$ cat config.mk
export PLATFORM = sky130hd
export DESIGN_NAME = color_seq_ctrl
export DESIGN_NICKNAME = d
export VERILOG_FILES = /design/src/rtl/color_seq_ctrl.sv
export SDC_FILE = /design/constraint.sdc
export NUM_CORES = 1
export LEC_CHECK = 0
export BUFFER_PORTS_ARGS = -buffer_cell sky130_fd_sc_hd__buf_4
export CELL_PAD_IN_SITES_DETAIL_PLACEMENT = 1
export CELL_PAD_IN_SITES_GLOBAL_PLACEMENT = 1
export CORE_MARGIN = 2
export CORE_UTILIZATION = 42
export CTS_BUF_LIST = sky130_fd_sc_hd__clkbuf_16
export DETAILED_ROUTE_END_ITERATION = 8
export GPL_ROUTABILITY_DRIVEN = 0
export HOLD_SLACK_MARGIN = 0.12
export PLACE_DENSITY_LB_ADDON = 0.15
export SLEW_MARGIN = 30
export SYNTH_ARGS = -nofsm -noshare
export SYNTH_HDL_FRONTEND = slang
export SYNTH_SLANG_ARGS = --single-unit
$ cat constraint.sdc
create_clock -name clk -period 3.9 [get_ports clk]
set_input_delay 0.78 -clock clk [delete_from_list [all_inputs] [get_ports clk]]
set_output_delay 0.78 -clock clk [all_outputs]
set_load 0.1 [all_outputs]
$ cat src/rtl/color_seq_ctrl.sv
// color_seq_ctrl: steps the colour detector through a target list and turns per-frame
// detections into motor commands. Build macro COLOR_SEQ_TIMEOUT_EN enables the per-colour search timeout.
module color_seq_ctrl #(
    parameter int LOCK_FRAMES   = 3,
    parameter int LOST_FRAMES   = 5,
    parameter int FRAME_TIMEOUT = 30
) (
    input  logic       clk,
    input  logic       reset,
    input  logic       start,
    input  logic       frame_done,
    input  logic [2:0] detect_mode,
    input  logic       at_target,
    input  logic [7:0] color_list,
    input  logic [1:0] num_colors,
    output logic [1:0] color_mode,
    output logic [2:0] motor_cmd,
    output logic       locked,
    output logic       seq_done,
    output logic       busy
);

    // state  | meaning
    // IDLE   | waiting for start, motor stopped
    // SETTLE | colour just changed, dropping the stale frame
    // SEARCH | rotating, counting consecutive hits toward a lock
    // TRACK  | locked, steering from the detector, counting misses
    // DONE   | whole list visited, waiting for a restart
    typedef enum logic [2:0] {
        S_IDLE   = 3'd0,
        S_SETTLE = 3'd1,
        S_SEARCH = 3'd2,
        S_TRACK  = 3'd3,
        S_DONE   = 3'd4
    } state_t;

    localparam logic [2:0] M_STOP   = 3'd0;
    localparam logic [2:0] M_ROTATE = 3'd4;

    localparam int HIT_W  = $clog2(LOCK_FRAMES + 1);
    localparam int MISS_W = $clog2(LOST_FRAMES + 1);
`ifdef COLOR_SEQ_TIMEOUT_EN
    localparam int FRM_W  = $clog2(FRAME_TIMEOUT + 1);
`endif

    state_t              r_state;
    logic [1:0]          r_idx;
    logic [1:0]          r_color;
    logic [2:0]          r_motor;
    logic                r_locked;
    logic                r_seq_done;
    logic                r_busy;
    logic [HIT_W-1:0]    r_hit_cnt;
    logic [MISS_W-1:0]   r_miss_cnt;
`ifdef COLOR_SEQ_TIMEOUT_EN
    logic [FRM_W-1:0]    r_frame_cnt;
`endif

    logic       w_hit;
    logic       w_lock;
    logic       w_last;
    logic [1:0] w_idx_next;
    logic [1:0] w_color_next;
    logic [2:0] w_track_cmd;

    // Codes 4-7 have bit 2 set and count as a miss.
    assign w_hit        = ~detect_mode[2] & (detect_mode[1:0] != 2'd0);
    assign w_track_cmd  = {1'b0, detect_mode[1:0]};
    assign w_lock       = w_hit && (r_hit_cnt == HIT_W'(LOCK_FRAMES - 1));
    assign w_last       = (r_idx == num_colors);
    assign w_idx_next   = w_last ? 2'd0 : r_idx + 2'd1;
    assign w_color_next = color_list[{w_idx_next, 1'b0} +: 2];

    always_ff @(posedge clk) begin
        if (reset) begin
            r_state     <= S_IDLE;
            r_idx       <= 2'd0;
            r_color     <= 2'd0;
            r_motor     <= M_STOP;
            r_locked    <= 1'b0;
            r_seq_done  <= 1'b0;
            r_busy      <= 1'b0;
            r_hit_cnt   <= '0;
            r_miss_cnt  <= '0;
`ifdef COLOR_SEQ_TIMEOUT_EN
            r_frame_cnt <= '0;
`endif
        end else begin
            case (r_state)
                S_IDLE, S_DONE: begin
                    if (start) begin
                        r_state     <= S_SETTLE;
                        r_idx       <= 2'd0;
                        r_color     <= color_list[1:0];
                        r_motor     <= M_STOP;
                        r_locked    <= 1'b0;
                        r_seq_done  <= 1'b0;
                        r_busy      <= 1'b1;
                        r_hit_cnt   <= '0;
                        r_miss_cnt  <= '0;
`ifdef COLOR_SEQ_TIMEOUT_EN
                        r_frame_cnt <= '0;
`endif
                    end
                end

                S_SETTLE: begin
                    if (frame_done) begin
                        r_state <= S_SEARCH;
                        r_motor <= M_ROTATE;
                    end
                end

                S_SEARCH: begin
                    if (frame_done) begin
                        if (w_lock) begin
                            r_state     <= S_TRACK;
                            r_locked    <= 1'b1;
                            r_motor     <= w_track_cmd;
                            r_hit_cnt   <= '0;
                            r_miss_cnt  <= '0;
`ifdef COLOR_SEQ_TIMEOUT_EN
                            r_frame_cnt <= '0;
                        end else if (r_frame_cnt == FRM_W'(FRAME_TIMEOUT - 1)) begin
                            r_state     <= S_SETTLE;
                            r_idx       <= w_idx_next;
                            r_color     <= w_color_next;
                            r_motor     <= M_STOP;
                            r_hit_cnt   <= '0;
                            r_miss_cnt  <= '0;
                            r_frame_cnt <= '0;
`endif
                        end else begin
                            r_hit_cnt   <= w_hit ? r_hit_cnt + HIT_W'(1) : '0;
`ifdef COLOR_SEQ_TIMEOUT_EN
                            r_frame_cnt <= r_frame_cnt + FRM_W'(1);
`endif
                        end
                    end
                end

                S_TRACK: begin
                    // Arrival outranks a frame result arriving in the same cycle.
                    if (at_target) begin
                        r_motor     <= M_STOP;
                        r_locked    <= 1'b0;
                        r_hit_cnt   <= '0;
                        r_miss_cnt  <= '0;
`ifdef COLOR_SEQ_TIMEOUT_EN
                        r_frame_cnt <= '0;
`endif
                        if (w_last) begin
                            r_state    <= S_DONE;
                            r_seq_done <= 1'b1;
                            r_busy     <= 1'b0;
                        end else begin
                            r_state <= S_SETTLE;
                            r_idx   <= w_idx_next;
                            r_color <= w_color_next;
                        end
                    end else if (frame_done) begin
                        if (w_hit) begin
                            r_motor    <= w_track_cmd;
                            r_miss_cnt <= '0;
                        end else if (r_miss_cnt == MISS_W'(LOST_FRAMES - 1)) begin
                            r_state     <= S_SEARCH;
                            r_locked    <= 1'b0;
                            r_motor     <= M_ROTATE;
                            r_hit_cnt   <= '0;
                            r_miss_cnt  <= '0;
`ifdef COLOR_SEQ_TIMEOUT_EN
                            r_frame_cnt <= '0;
`endif
                        end else begin
                            r_miss_cnt <= r_miss_cnt + MISS_W'(1);
                        end
                    end
                end

                default: begin
                    r_state    <= S_IDLE;
                    r_motor    <= M_STOP;
                    r_locked   <= 1'b0;
                    r_seq_done <= 1'b0;
                    r_busy     <= 1'b0;
                end
            endcase
        end
    end

    assign color_mode = r_color;
    assign motor_cmd  = r_motor;
    assign locked     = r_locked;
    assign seq_done   = r_seq_done;
    assign busy       = r_busy;

endmodule

==> metrics.yaml <==
status: "completed"
finalHoldViolations: 0
synth_flop_cell: "dfxtp_1"
cp-end-kind: "flip-flop"
power_density_nw_per_um2: 599
wirelength_um: 3110
worstHoldPathType: "flip-flop to flip-flop"
ys_ff_latch: 18
cts_tree: "yes"
worst_path_most_repeated_cell: "o21ba_2"
rows: 19
fill_cells: 339
gr-usage-all-layers: 0.211
regArea_um2: 360
layout_commonest_cell: "buf_4"
first_pass_iters: 4
vias_per_cell: 5.99
cts.reportedPaths.clkPinSlew_ps: 50
drt_iter0_drc: 19
synth_edf_count: 0
leakage_nw: 0.591
num_io_pins: 26
fin_crit_ps: 2070
critPathMaxStageDelay_ps: 520
dp.cells: 190
tightest_slew_ps: 532
die-height_um: 57.6
cts-root-buf: "clkbuf_16"
initial_core_util: 0.441
syn_inst: 143
syn_area_um2: 1200
crit_slowest_cell: "o41ai_2"
port-buffer-count: 25
area.growth.synth_to_final_pct: 20.6
synth.avg_cell_area_um2: 8.43
numCtsBuffers: 3
ys_warn_count: 0
die_x_um: 57.6
netlist.area_leader.share: 0.299
h-tree-depth: 1
start_kind: "primary input"
synth-async-reset-ratio: 0
crit_family: "compound AO/OA/AOI/OAI gates"
drive_above_1_share: 0.284
num-nets-final: 185
rsz0062_at_grt: "no"
worstPathArrival_ps: 2210
drc: 0
grt_overflow: 0
cts_setup_buffers: 0
die_area_um2: 3310
fmax_mhz: 484
drv_cap: 0
core_um2: 2730
grt_pass1_wl_um: 5400
diodes: 0
synth_area_leaders: "dfxtp_1, nor2_1, o41ai_2"
cts_sinks: 18
routedWlPerCell_um: 16.1
antenna_found_initial: 0
place.detailed.hpwl_um: 2360
grt_max_degree: 22
worstPathRequired_ps: 4050
path_cells: "buf_4 > o21ba_2 > a21oi_2 > o41ai_2 > a21boi_0 > o21ba_2"
setup_viol: 0
fin_cells: 193
clkLatencyLatePin_ps: 250
final_util: 0.531
ir_worst_vdd_uv: 450
synth_top_cell_by_area: "dfxtp_1"
vias: 1156
mostFrequentLayoutCells: "buf_4, dfxtp_1, nor2_1, o21ai_0, a21oi_1"
crit_type: "primary input to flip-flop"
clock_skew_ps: 1.54
clock_path_buffers: 2
cts_hold_buf: 0
multiInputGateArea_um2: 776
critical_path_buf_inv_count: 1
synth_fp_nets: 164
setup_tns_ps: 0
synth_cell_types: 51
cts_resized: 0
yosysSeqAreaShare: 0.299
fin_crit_sh: 0.530
slew_headroom: 0.645
path_max_fanout: 5
ant_nets: 0
slew_viol_final: 0
grt_pass1_vias: 1173
==> cells in the mapped netlist, types with 2 or more instances <==
| library cell | count |
|---|---|
| dfxtp_1 | 18 |
| nor2_1 | 17 |
| a21oi_1 | 9 |
| o21ai_0 | 9 |
| nand2_1 | 8 |
| nand3b_1 | 6 |
| inv_1 | 4 |
| nor2b_1 | 4 |
| nor3_1 | 4 |
| a31oi_1 | 3 |
| buf_2 | 3 |
| ha_1 | 3 |
| nand2b_1 | 3 |
| nand3_1 | 3 |
| o41ai_2 | 3 |
| a211oi_1 | 2 |
| a21boi_0 | 2 |
| buf_4 | 2 |
| clkbuf_1 | 2 |
| mux2_2 | 2 |
| mux2i_1 | 2 |
| nand4_1 | 2 |
| nor3b_1 | 2 |
| o21ba_2 | 2 |
| or2_2 | 2 |
==> final timing paths <==
path                  start       endpoint  slack (ps)  cells after the start
min reg2reg        seq_done       seq_done         470                      2
max          detect_mode[2]  r_miss_cnt[2]        1830                      6
max reg2reg      r_state[0]   motor_cmd[0]        1910                      5
min                seq_done       seq_done         470                      2
==> report_power, final <==
group / total [mW] / leakage (nW) / switching (mW) / internal [mW]
logic: 0.406 / 0.408 / 0.270 / 0.136
clock network: 0.204 / 0.0370 / 0.0689 / 0.135
registers: 0.259 / 0.146 / 0.0478 / 0.212
total: 0.870 / 0.591 / 0.387 / 0.483
==> registers in the layout, indices dropped and copies added, names as in the netlist <==
signal	flops
locked	1
color_mode	2
r_hit_cnt	2
r_miss_cnt	3
r_state	3
seq_done	1
motor_cmd	3
busy	1
r_idx	2
==> worst reg2reg max path, stage by stage, from the launching register on <==
cell      delay [ps]
dfxtp_1          650
nand3b_1         330
nor3_2           440
a221oi_2         170
nand2b_1         190
a21oi_1          140
==> per-layer routing <==
metal / part of all wire / up-vias / track usage
met3: 0.034 / 8 / 0.0363
met5: 0 / - / 0
li1: - / 564 / -
met4: 0.022 / 0 / 0.110
met1: 0.42 / 558 / 0.244
met2: 0.52 / 26 / 0.370
==> logic make-up (layout without fill, tap and decap cells) <==
logic type | count (synthesis) | count (layout) | share of synthesized area
simple gates | 60 | 60 | 0.281
mux | 4 | 4 | 0.0353
xor+xnor | 2 | 2 | 0.0208
fa+ha+maj | 3 | 3 | 0.0312
flops | 18 | 18 | 0.299
buf+inv | 13 | 32 | 0.0571
compound gates | 43 | 43 | 0.275
==> stage by stage <==
| step | power, mW | hold WS [ps] | setup slack [ps] | instance area, um^2 |
|---|---|---|---|---|
| finish | 0.870 | 472 | 1830 | 1450 |
| global route | 0.923 | 489 | 1700 | 1450 |
| CTS | 0.877 | 476 | 1850 | 1450 |
| detailed placement | 0.665 | 468 | 1600 | 1380 |
| global placement | 0.656 | 448 | 1650 | 1380 |
| floorplan | 0.597 | 490 | 1880 | 1200 |
==> final cells by class <==
type,instances,share of cell area
clock buffer,3,0.0517
inverter,4,0.0103
multi-input combinational,112,0.534
sequential,18,0.248
tap,31,0.0267
timing repair buffer,25,0.129
No activity file was read; power rests on OpenSTA's default activity.
